==> src/rtl/banner_scroll_ctrl.sv <==
// -----------------------------------------------------------------------------
// banner_scroll_ctrl
//
// Purpose
//    Sequences a banner glyph ROM (one 57-bit pixel line per address, read
//    through a 1-cycle registered address) and streams DISP_ROWS consecutive
//    lines, starting at the current scroll offset, to an LED-matrix row driver
//    over a valid/ready handshake. A free-running divider advances the scroll
//    offset so the banner moves across the display.
//
// Ports
//    clk          in   1      system clock
//    rst_n        in   1      asynchronous reset, active low
//    enable       in   1      0: divider frozen, frame_start ignored
//    pause        in   1      1: divider frozen, frames still served
//    frame_start  in   1      one-cycle request to send one frame
//    rom_addr     out  8      ROM address (registered)
//    rom_data     in   57     ROM line, valid 2nd cycle after rom_addr changes
//    row_data     out  57     line presented to the row driver
//    row_idx      out  ROW_W  display row of row_data
//    row_valid    out  1      row_data/row_idx valid
//    row_ready    in   1      driver accepts when row_valid && row_ready
//    frame_done   out  1      one-cycle pulse after the last row is accepted
//    busy         out  1      high in every state except IDLE
//    scroll_pos   out  8      current scroll offset
//
// Configuration
//    BANNER_BOUNCE_EN  when defined, the offset ping-pongs between 0 and
//                      BANNER_LEN-DISP_ROWS instead of wrapping modulo
//                      BANNER_LEN. Default build: modulo wrap.
// -----------------------------------------------------------------------------
module banner_scroll_ctrl #(
   parameter int unsigned BANNER_LEN = 129,
   parameter int unsigned DISP_ROWS  = 16,
   parameter int unsigned SCROLL_DIV = 2500000,
   parameter int unsigned ROW_W      = 4
) (
   input  logic             clk,
   input  logic             rst_n,
   input  logic             enable,
   input  logic             pause,
   input  logic             frame_start,
   output logic [7:0]       rom_addr,
   input  logic [56:0]      rom_data,
   output logic [56:0]      row_data,
   output logic [ROW_W-1:0] row_idx,
   output logic             row_valid,
   input  logic             row_ready,
   output logic             frame_done,
   output logic             busy,
   output logic [7:0]       scroll_pos
);

   localparam int unsigned    DIV_W    = (SCROLL_DIV > 1) ? $clog2(SCROLL_DIV) : 1;
   localparam logic [DIV_W-1:0] DIV_LAST = DIV_W'(SCROLL_DIV - 1);
   localparam logic [7:0]     POS_LAST = 8'(BANNER_LEN - 1);
   localparam logic [8:0]     LEN_9    = 9'(BANNER_LEN);
   localparam logic [ROW_W-1:0] ROW_LAST = ROW_W'(DISP_ROWS - 1);
`ifdef BANNER_BOUNCE_EN
   localparam logic [7:0]     POS_TOP  = 8'(BANNER_LEN - DISP_ROWS);
`endif

   typedef enum logic [2:0] {
      S_IDLE,
      S_ADDR,
      S_WAIT,
      S_FETCH,
      S_HOLD
   } state_t;

`ifdef BANNER_BOUNCE_EN
   typedef enum logic {
      DIR_FWD,
      DIR_REV
   } dir_t;
`endif

   // ---------------------------------------------------------------------------
   // State
   // ---------------------------------------------------------------------------
   state_t           state_q,      state_d;
   logic [7:0]       base_q,       base_d;
   logic [ROW_W-1:0] row_q,        row_d;
   logic [7:0]       rom_addr_q,   rom_addr_d;
   logic [56:0]      row_data_q,   row_data_d;
   logic [ROW_W-1:0] row_idx_q,    row_idx_d;
   logic             row_valid_q,  row_valid_d;
   logic             frame_done_q, frame_done_d;
   logic [DIV_W-1:0] div_q,        div_d;
   logic [7:0]       pos_q,        pos_d;
`ifdef BANNER_BOUNCE_EN
   dir_t             dir_q,        dir_d;
`endif

   logic             div_run;
   logic             step;
   logic [8:0]       addr_sum;
   logic [7:0]       addr_next;

   // ---------------------------------------------------------------------------
   // Scroll divider and offset
   // ---------------------------------------------------------------------------
   assign div_run = enable && !pause;
   assign step    = div_run && (div_q == DIV_LAST);

   // NOTE: every signal assigned in an always_comb gets a default first, so no
   // path leaves it unassigned and no latch is inferred.
   always_comb begin
      div_d = div_q;
      pos_d = pos_q;
`ifdef BANNER_BOUNCE_EN
      dir_d = dir_q;
`endif
      if (div_run) begin
         div_d = step ? '0 : div_q + 1'b1;
      end
      if (step) begin
`ifdef BANNER_BOUNCE_EN
         // Turn around at either end so base+row always stays inside the ROM.
         if (dir_q == DIR_FWD) begin
            if (pos_q == POS_TOP) begin
               dir_d = DIR_REV;
               pos_d = pos_q - 8'd1;
            end else begin
               pos_d = pos_q + 8'd1;
            end
         end else begin
            if (pos_q == 8'd0) begin
               dir_d = DIR_FWD;
               pos_d = 8'd1;
            end else begin
               pos_d = pos_q - 8'd1;
            end
         end
`else
         pos_d = (pos_q == POS_LAST) ? 8'd0 : pos_q + 8'd1;
`endif
      end
   end

   // ---------------------------------------------------------------------------
   // ROM address: (base + row) mod BANNER_LEN, 9 bits wide so the carry of
   // base+row is kept; a single conditional subtract suffices because both
   // operands are already below BANNER_LEN.
   // ---------------------------------------------------------------------------
   always_comb begin
      addr_sum  = {1'b0, base_q} + 9'(row_q);
      addr_next = addr_sum[7:0];
      if (addr_sum >= LEN_9) begin
         addr_next = 8'(addr_sum - LEN_9);
      end
   end

   // ---------------------------------------------------------------------------
   // Frame sequencer: ADDR drives the ROM, WAIT covers its registered address,
   // FETCH captures the line, HOLD waits for the driver.
   // ---------------------------------------------------------------------------
   always_comb begin
      state_d      = state_q;
      base_d       = base_q;
      row_d        = row_q;
      rom_addr_d   = rom_addr_q;
      row_data_d   = row_data_q;
      row_idx_d    = row_idx_q;
      row_valid_d  = row_valid_q;
      frame_done_d = 1'b0;

      unique case (state_q)
         S_IDLE: begin
            // base is latched once per frame; later scroll steps cannot tear it.
            if (frame_start && enable) begin
               base_d  = pos_q;
               row_d   = '0;
               state_d = S_ADDR;
            end
         end
         S_ADDR: begin
            rom_addr_d = addr_next;
            state_d    = S_WAIT;
         end
         S_WAIT: begin
            state_d = S_FETCH;
         end
         S_FETCH: begin
            row_data_d  = rom_data;
            row_idx_d   = row_q;
            row_valid_d = 1'b1;
            state_d     = S_HOLD;
         end
         S_HOLD: begin
            if (row_ready) begin
               row_valid_d = 1'b0;
               if (row_q == ROW_LAST) begin
                  frame_done_d = 1'b1;
                  state_d      = S_IDLE;
               end else begin
                  row_d   = row_q + 1'b1;
                  state_d = S_ADDR;
               end
            end
         end
         default: begin
            state_d = S_IDLE;
         end
      endcase
   end

   // ---------------------------------------------------------------------------
   // Registers
   // ---------------------------------------------------------------------------
   // NOTE: sequential state uses non-blocking assignments so every register
   // samples the pre-edge values, independent of statement order.
   always_ff @(posedge clk or negedge rst_n) begin
      if (!rst_n) begin
         state_q      <= S_IDLE;
         base_q       <= 8'd0;
         row_q        <= '0;
         rom_addr_q   <= 8'd0;
         // NOTE: the wide data register is reset as well because row_data is
         // a visible output that must read 0 while in reset.
         row_data_q   <= '0;
         row_idx_q    <= '0;
         row_valid_q  <= 1'b0;
         frame_done_q <= 1'b0;
         div_q        <= '0;
         pos_q        <= 8'd0;
`ifdef BANNER_BOUNCE_EN
         dir_q        <= DIR_FWD;
`endif
      end else begin
         state_q      <= state_d;
         base_q       <= base_d;
         row_q        <= row_d;
         rom_addr_q   <= rom_addr_d;
         row_data_q   <= row_data_d;
         row_idx_q    <= row_idx_d;
         row_valid_q  <= row_valid_d;
         frame_done_q <= frame_done_d;
         div_q        <= div_d;
         pos_q        <= pos_d;
`ifdef BANNER_BOUNCE_EN
         dir_q        <= dir_d;
`endif
      end
   end

   // ---------------------------------------------------------------------------
   // Outputs
   // ---------------------------------------------------------------------------
   assign rom_addr   = rom_addr_q;
   assign row_data   = row_data_q;
   assign row_idx    = row_idx_q;
   assign row_valid  = row_valid_q;
   assign frame_done = frame_done_q;
   assign busy       = (state_q != S_IDLE);
   assign scroll_pos = pos_q;

endmodule

==> config.mk <==
export PLATFORM = sky130hd
export DESIGN_NAME = banner_scroll_ctrl
export DESIGN_NICKNAME = d
export VERILOG_FILES = /design/src/rtl/banner_scroll_ctrl.sv
export SDC_FILE = /design/constraint.sdc
export NUM_CORES = 1
export LEC_CHECK = 0
export CORE_ASPECT_RATIO = 1.4
export CORE_MARGIN = 5
export CORE_UTILIZATION = 52
export DETAILED_ROUTE_END_ITERATION = 12
export PLACE_DENSITY = 0.89
export SYNTH_ARGS = -nofsm -noshare
export SYNTH_HDL_FRONTEND = slang
export SYNTH_SLANG_ARGS = --single-unit
==> constraint.sdc <==
create_clock -name clk -period 8.4 [get_ports clk]
set_input_delay 1.26 -clock clk [delete_from_list [all_inputs] [get_ports clk]]
set_output_delay 1.26 -clock clk [all_outputs]
set_load 0.02 [all_outputs]
After elaboration in Yosys (flattened, before gate mapping)
Cells that the tools add are included.
Storage, ports and cells
  output and inout port bits: 80
  input bits: 63
  logic and storage cells: 54
  bits in registers: 116
Operators by class
  mux-type cells: 16
  add/sub/neg operators: 5
  order comparisons: 1
  reductions and logical operators: 12
  equality and inequality tests: 10
Operator list (number)
  $add 22x1->22 const B: 1
  $eq 22x22->1 const B: 1
  $mux 22: 1
  $mux 8: 2
  $pmux 3 s5: 1
  $mux 4: 3
  $add 8x4->9: 1
  $ge 9x8->1 const B: 1
  $add 8x1->8 const B: 1
  $eq 8x8->1 const B: 1
  $pmux 4 s2: 1
  $sub 8x8->8 const B: 1
  $eq 3x2->1 const B: 2
  $mux 3: 2
  $ne 2x2->1 const B: 3
  $reduce_and 2->1: 3
  $mux 1: 5
  $add 4x1->4 const B: 1
  $eq 4x4->1 const B: 1
  $reduce_and 4->1: 1
  $reduce_bool 2->1: 2
  $eq 3x1->1 const B: 1
  $eq 3x3->1 const B: 1
  $logic_and 1x1->1: 3
  4 further kinds: 4

Longest topological paths before layout
Gate-level depths: netlist of the first run.
  depth after elaboration: 4
  gate-level depth with buffers: 10
  mapped depth without buffers: 9

Worst setup path after synthesis of the first run
Ideal clock, no wire load.
  path type: register to register
  start point: register row_q[0]
  end point: register rom_addr_q[3] (netlist: rom_addr[3])
  required time: 8.331 ns
  cell stages (with the launch flop): 10
  clock period less this slack: 2.840 ns
  data arrival time: 2.771 ns
  slack: 5.560 ns
  path through: dfrtp_1 -> ha_1 -> inv_1 -> fa_1 -> ha_1 -> nor4b_1 -> mux2i_1 -> or4_4 -> a311o_1 -> nand3_1
On the way
  cells in the longest elaborated chain, start to end: 3
RTL lines
  start: declaration: line 83  | logic [ROW_W-1:0] row_q, row_d;
  start signal: assignment: line 233  | row_q <= row_d;
  $add 8x4->9 *: line 147  | addr_sum = {1'b0, base_q} + 9'(row_q);
  $sub 8x8->8 or $ge 9x8->1 (tied branches): line 150, 149
  $mux 8 *: line 149  | if (addr_sum >= LEN_9) begin
  end signal: assignment: line 234  | rom_addr_q <= rom_addr_d;
  end: declaration: line 84  | logic [7:0] rom_addr_q, rom_addr_d;
Mark *: on every way between the ends. The rest lies on a longest branch, timed or not.
A chain may end at the register's enable or synchronous reset.

Worst setup path after layout of the first run
Same ends and word-level chain as after synthesis.

==> results of run 1 <==
==> critical path: cells and delay by family, from the launching register on <==
kind	cells	cell delay, ps
AO/OA/AOI/OAI	1	340
adder cells (fa/ha/maj)	3	1080
buffers and inverters	1	70
flip-flops	1	470
multiplexers	1	230
AND/OR/NAND/NOR	3	1010
==> worst max path at each step <==
stage              from             to  slack, ps
3_5_place_dp     enable  scroll_pos[6]       4980
6_report       row_q[0]    rom_addr[3]       5120
3_3_place_gp     enable      div_q[21]       4970
4_1_cts        row_q[0]    rom_addr[3]       5170
2_1_floorplan  row_q[0]    rom_addr[3]       5560
5_1_grt        row_q[0]    rom_addr[3]       4980
==> cells in the final DEF, fill, tap and decap left out, drive strengths merged, types with 12 or more instances in the layout <==
cell / Yosys / routed
xor2: 12 / 12
nand4: 13 / 13
nand3: 23 / 23
clkbuf: 15 / 22
xnor2: 19 / 19
o21ai: 12 / 12
mux2: 67 / 67
clkdlybuf4s50: 0 / 141
dfrtp: 116 / 116
nor2: 30 / 30
nand2: 32 / 32
==> routing by layer <==
layer	share of wire [%]	GRT usage [%]
met5	0	0
met4	4.1	12.4
met3	5.5	6.10
met2	57	48.2
met1	33	25.6
==> per-stage QoR <==
stage	cells	util, %	instance area, um2	power (W)	setup WS (ps)
after CTS	742	74.7	7440	0.00266	5170
after detailed placement	711	68.7	6840	0.00190	4980
after floorplan	447	-	5290	0.00141	5560
final	742	74.7	7440	0.00265	5120
after global routing	742	74.7	7440	0.00276	4980
after global placement	711	68.7	6840	0.00185	4970
==> area by class of cell <==
| class | count | area, um2 | area share, % |
|---|---|---|---|
| multi-input combinational | 303 | 2280 | 30.7 |
| clock buffer | 22 | 464 | 6.24 |
| inverter | 11 | 41.3 | 0.555 |
| tap | 135 | 169 | 2.27 |
| timing repair buffer | 146 | 1450 | 19.5 |
| sequential | 116 | 2900 | 39.0 |
| clock inverter | 9 | 129 | 1.73 |
==> logic make-up after synthesis <==
kind of cell               Yosys count
AOI/OAI and AO/OA                   41
xor gates and xnor gates            31
adders and majority gates           11
buffers and inverters               28
DFF                                116
muxes                               69
and+or+nand+nor                    151
==> flip-flops by register name (all words and copies together), names as in the netlist <==
signal,flops
base_q,8
div_q,22
frame_done,1
rom_addr,8
row_data,57
row_idx,4
row_q,4
row_valid,1
scroll_pos,8
state_q,3
==> where the power goes <==
group | total, W | internal, W | switching [W]
Combinational | 0.00106 | 0.000525 | 0.000530
Sequential | 0.000866 | 0.000743 | 0.000123
Clock | 0.000726 | 0.000479 | 0.000247
Total | 0.00265 | 0.00175 | 0.000901
==> impl_metrics.toml, run 1 <==
[clock_network]
cts_tree = "done"
path_clk_slew_ps = 50
cts_setup_buffers = 0
cts_root_buf = "clkbuf_16"
cts_sinks = 116
clk_latency_ps = 410
cts_hold_buf = 0
ctsResizeCount = 0
cts_buffer_depth = 2
cts-buffers-inserted = 17
htreeDepth = 4

[synthesis]
synth_edf_count = 0
synthTopCellsByCount = "116 x dfrtp_1, 62 x mux2_2, 32 x nand2_1"
postSynthCellCount = 447
yosys_warnings = 0
synth_top_family_by_area = "simple AND/OR/NAND/NOR gates"
synth_area_leaders = "dfrtp_1 55%, mux2_2 13%, xnor2_1 3.1%"
ys_ff_latch = 116
synth_nets = 521
ys_types = 55
synthAdderAreaFrac_pct = 2.75
syn_area_per_cell_um2 = 11.8
synthMuxAreaShare_pct = 14.7
yosys.area_share.simple_pct = 15.2
synth-main-ff-cell = "dfrtp_1"
synth-xor-area-share_pct = 5.14
synth_top_cell_by_area = "dfrtp_1"
synth-compound-area-share_pct = 5.33
synth_top_area_share_pct = 54.9
syn_area_mm2 = 0.00529
synth.most_common_cell = "dfrtp_1"
synth_async_sr_flop_share_pct = 100
seq_area_frac_synth_pct = 54.9

[timing]
tightest_slew_ps = 915
drv_slew = 0
finalCriticalPeriod_ps = 3280
setup-tns-final_ps = 0
fin_worst_skew_ps = 9.69
rsz0062_at_grt = "false"
hold_slack_ps = 476
max_clock_freq_ghz = 0.305
setup_viol = 0
finalCritPeriodShare_pct = 39.0
max_slew_margin_pct = 38.8
hold_viol = 0

[place]
port_buffers = 142
dp_hpwl_mm = 10.1
place_congestion = 0.912

[global_route]
grt_pass1_wl_mm = 23.4
grt_max_degree = 65
antenna_found_initial = 0
grt-ovfl-total = 0
grt_pass1_vias = 4503
grt_usage_pct = 25.5

[worst_hold_path]
hp-class = "reg2reg"
worstHoldEndpoint = "rom_addr[7]"
hp-start = "rom_addr[7]"
min_path_cells = 2

[route]
drc = 0
viasPerCell = 5.63
vias = 4180
firstDrtPassIters = 5
routed_wl_mm = 15.1
drt_iter0_markers = 244
wl_per_cell_um = 20.4
ant_nets = 0

[worst_setup_path]
cpPeakStageDelay_ps = 630
endpoint_kind = "flip-flop"
r2r_start = "row_q[0]"
r2r-end = "rom_addr[3]"
rr_worst_depth = 9
cp-start-kind = "flip-flop"
critical_path_class = "reg2reg"
crit_chain = "ha_1 > inv_1 > fa_1 > ha_1 > nor4b_1 > mux2i_1 > or4_4 > a311o_1 > nand3_1"
worstPathArrival_ps = 3620
r2r_setup_slack_ps = 5120
path_common_cell = "ha_1"
cp_slowest_cell = "or4_4"
required_ps = 8740
cp_max_fo = 6

[pwr]
powerDensity_mw_per_mm2 = 356
p_leak_nw = 3.21
peakVddDrop_mv = 0.219

[floorplanning]
die_h_um = 129
start_util_pct = 53.1
ios = 143
fp-row-count = 43
die-area_mm2 = 0.0123
die_w_um = 95.2
coreArea_mm2 = 0.00995

[final_layout]
drive_gt1_share_pct = 17.0
n_antenna_cell = 0
syn_to_final_growth_pct = 40.7
nFillCells = 633
final_nets = 669

[flow_run]
maxCapViolCount = 0

[run_status]
status = "complete, no violations"
Power figures use the tool's default switching activity.
==> inputs of run 2 (changes only) <==
Settings changed: CORE_UTILIZATION 52 to 44, PLACE_DENSITY 0.89 to 0.81.
Clock period 8.4 ns to 2.76 ns, I/O delays scaled along.
==> impl_metrics.toml, run 2 (synthesis gave the netlist of run 1 again) <==
[final_layout]
layout_commonest_cell = "clkdlybuf4s50_1"
final_cell_mix = "141 x clkdlybuf4s50_1, 116 x dfrtp_1, 62 x mux2_2"
finish.utilization_pct = 64.5
drive_gt1_share_pct = 19.7
syn_to_final_growth_pct = 44.3
largest_reg_flops = 57
final_nets = 681
nFillCells = 889
n_antenna_cell = 0

[route]
wl_per_cell_um = 16.8
routed_wl_mm = 12.9
drt_iter0_markers = 104
firstDrtPassIters = 4
ant_nets = 0
vias = 4066
viasPerCell = 5.30
drc = 0

[clock_network]
clk_latency_ps = 410
cts_buffer_depth = 2
htreeDepth = 4
cts_tree = "done"
path_clk_slew_ps = 50
cts_sinks = 116
cts-buffers-inserted = 17
cts_root_buf = "clkbuf_16"

[pwr]
powerDensity_mw_per_mm2 = 1060
p_leak_nw = 3.29
peakVddDrop_mv = 0.611

[global_route]
antenna_found_initial = 0
grt_usage_pct = 19.1
grt_pass1_wl_mm = 21.3
grt-ovfl-total = 0
grt_max_degree = 63
grt_pass1_vias = 4368

[timing]
hold_slack_ps = 26.2
fin_worst_skew_ps = 7.64
finalCriticalPeriod_ps = 2680
max_clock_freq_ghz = 0.374
tightest_slew_ps = 695
finalCritPeriodShare_pct = 97.0
fin_ws_ps = 83.5
max_slew_margin_pct = 53.7
setup_viol = 0
drv_slew = 0
hold_viol = 0

[place]
dpl_worst_slack_ps = -64.1
port_buffers = 142
dp_hpwl_mm = 9.36
place_congestion = 0.873

[worst_setup_path]
cp-start-kind = "flip-flop"
critical_path_class = "reg2reg"
endpoint_kind = "flip-flop"
worstPathArrival_ps = 3020
cp_max_fo = 5
required_ps = 3100

[floorplanning]
start_util_pct = 44.7
die_w_um = 103
ios = 143
die-area_mm2 = 0.0143
die_h_um = 140
fp-row-count = 47
coreArea_mm2 = 0.0118

[worst_hold_path]
hp-class = "in2async"

[run_status]
status = "complete, no violations"

[flow_run]
maxCapViolCount = 0
run 2: repair_timing:
| action | CTS | global route |
|---|---|---|
| cloned | 0 | 0 |
| endpoints found under the setup margin | 5 | 6 |
| gates resized for setup | 3 | 5 |
| hold buffers | 0 | 0 |
| setup buffers | 0 | 0 |
| pin swaps | 1 | 0 |
run 2: routing by layer:
metal  global-route usage [%]  routed length (um)  part of all wire [%]
met1                     19.3                4490                    35
met4                     8.85                 438                   3.4
met2                     34.6                7270                    56
met5                        0                   0                     0
met3                     5.91                 710                   5.5
run 2: through the flow:
stage	instances	cell area (um2)	power (W)	setup TNS, ps
6_report	767	7630	0.00809	0
5_1_grt	767	7630	0.00850	-6.22
4_1_cts	767	7600	0.00812	0
3_5_place_dp	735	6980	0.00581	-87.8
3_3_place_gp	735	6980	0.00569	0
2_1_floorplan	447	5290	0.00429	0
run 2: final cells by class:
type	instances	area, um2	area share (%)
clock buffers	24	492	6.45
inverters	11	41.3	0.541
well taps	147	184	2.41
flip-flops and latches	116	2900	38.1
clock inverters	8	123	1.61
multi-input cells	303	2320	30.4
repair buffers	158	1560	20.5
run 2: critical path, cell delays in order (launching register included):
cell     delay, ps
dfrtp_1        370
ha_2           200
inv_1           70
fa_2           470
ha_4           190
nor4b_2        270
mux2i_2        150
or4_4          480
a311o_1        330
nand3_1         80
run 2: worst paths after layout:
check	start	end	slack, ps	depth (start not counted)
worst max-delay path	base_q[0]	rom_addr[3]	80	9
worst max register to register	base_q[0]	rom_addr[3]	80	9
worst min-delay path	rst_n	rom_addr[6]	30	1
max in group asynchronous	rst_n	row_data[9]	2030	2
worst min register to register	rom_addr[4]	rom_addr[4]	470	2
min in group clk	rom_addr[4]	rom_addr[4]	470	2
run 2: report_power, final:
| part | total, W | internal, W | switching, W | leakage [nW] |
|---|---|---|---|---|
| combinational | 0.00325 | 0.00169 | 0.00156 | 1.56 |
| clock | 0.00225 | 0.00151 | 0.000736 | 0.292 |
| sequential | 0.00259 | 0.00226 | 0.000331 | 1.45 |
| total | 0.00809 | 0.00546 | 0.00263 | 3.29 |
==> inputs of run 3 (changes only) <==
Settings changed: GPL_TIMING_DRIVEN set to 0.
==> impl_metrics.toml, run 3 (synthesis gave the netlist of run 1 again) <==
[final_layout]
largest_reg_flops = 57
multiInputGateArea_mm2 = 0.00235
n_antenna_cell = 0
final_nets = 692
nFillCells = 869
regArea_mm2 = 0.00291
drive_gt1_share_pct = 19.0
fin_area_mm2 = 0.00769
layout_commonest_cell = "clkdlybuf4s50_1"
syn_to_final_growth_pct = 45.6
final_cell_mix = "141 x clkdlybuf4s50_1, 114 x dfrtp_1, 62 x mux2_2"

[global_route]
grt_usage_pct = 18.9
grt-ovfl-total = 0
antenna_found_initial = 0
grt_max_degree = 76
grt_pass1_vias = 4423
grt_pass1_wl_mm = 21.3

[floorplanning]
die_w_um = 103
ios = 143
start_util_pct = 44.7
coreArea_mm2 = 0.0118
fp-row-count = 47
die_h_um = 140
die-area_mm2 = 0.0143

[worst_setup_path]
worstSetupStartpoint = "row_q[0]"
cpPeakStageDelay_ps = 530
path_common_cell = "ha_4"
r2r-end = "rom_addr[1]"
critical_path_buf_inv_count = 2
cp-start-kind = "flip-flop"
crit_chain = "ha_4 > inv_2 > fa_2 > ha_4 > nor4b_4 > mux2i_1 > or4_4 > buf_4 > nand4_1 > o311ai_1"
worstPathArrival_ps = 2980
path_delay_family = "adder cells"
critical_path_class = "reg2reg"
r2r_setup_slack_ps = 40
cp_max_fo = 4
endpoint_kind = "flip-flop"
r2r_start = "row_q[0]"
rr_worst_depth = 10
cp_slowest_cell = "or4_4"
required_ps = 3020

[timing]
hold_viol = 0
max_slew_margin_pct = 62.1
tightest_slew_ps = 569
drv_slew = 0
setup_viol = 0
max_clock_freq_ghz = 0.367
finalCriticalPeriod_ps = 2720
setup-tns-final_ps = 0
finalCritPeriodShare_pct = 98.6
fin_worst_skew_ps = 10.4

[route]
wl_per_cell_um = 17.2
viasPerCell = 5.43
vias = 4222
ant_nets = 0
drc = 0
firstDrtPassIters = 4
routed_wl_mm = 13.3
drt_iter0_markers = 196

[clock_network]
cts_tree = "done"
cts_root_buf = "clkbuf_16"
cts_sinks = 116
cts_buffer_depth = 2
path_clk_slew_ps = 50
cts-buffers-inserted = 17
clk_latency_ps = 400
htreeDepth = 4

[worst_hold_path]
hp-class = "in2async"

[pwr]
powerDensity_mw_per_mm2 = 1070
p_leak_nw = 3.32
peakVddDrop_mv = 0.615

[place]
dp_hpwl_mm = 9.44
port_buffers = 142
dpl_cell_area_mm2 = 0.00692
place_congestion = 0.830

[run_status]
status = "complete, no violations"

[flow_run]
maxCapViolCount = 0
## run 3: changes by cell type in the layout (fill, tap and decap cells not counted), moves of 2 or more
cell / delta
clkbuf_1: +16
buf_4: -5
buf_12: -2
dfrtp_2: +2
clkinvlp_4: -3
clkbuf_8: -3
dfrtp_1: -2
clkinv_4: +2
bufinv_16: +2
## run 3: per-layer routing
layer	routed length [um]	global-route usage, %
met1	4690	20.3
met2	7380	33.6
met3	849	5.76
met4	416	8.02
met5	0	0
## run 3: stage by stage
stage | util, % | std cells | worst slack (ps) | hold WS, ps | total power, W
6_report | 65.1 | 777 | 38.7 | 1.52 | 0.00826
3_3_place_gp | 58.3 | 736 | -3010 | 465 | 0.00564
4_1_cts | 64.6 | 775 | 45.2 | 11.4 | 0.00823
5_1_grt | 65.1 | 777 | -15.0 | 41.9 | 0.00867
2_1_floorplan | - | 447 | 1.18 | 118 | 0.00429
3_5_place_dp | 58.5 | 737 | -280 | 446 | 0.00577
## run 3: layout make-up
cell class	instances	share of cell area, %
Multi-Input combinational cell	303	30.6
Timing Repair Buffer	152	19.7
Clock buffer	22	5.90
Clock inverter	9	2.31
Inverter	11	0.537
Buffer	17	0.846
Tap cell	147	2.39
Sequential cell	116	37.8
## run 3: power by group
part           total [W]  switching [W]  internal (W)
registers        0.00259       0.000324       0.00226
clock network    0.00234       0.000725       0.00162
logic            0.00333        0.00162       0.00170
total            0.00826        0.00267       0.00559
## run 3: how the worst max path moves through the flow
stage                         to  slack [ps]  cells past startpoint
finish               rom_addr[1]          40                     10
floorplan            rom_addr[3]           1                      9
global placement    row_data[45]       -3010                      1
CTS                  rom_addr[3]          50                      9
detailed placement   rom_addr[3]        -280                      9
global route         rom_addr[3]         -20                      9
## run 3: repair_timing
action | CTS | global route
setup buffers | 7 | 2
hold buffers | 0 | 0
endpoints found under the setup margin | 7 | 5
pin swaps | 2 | 7
resized for setup | 9 | 8
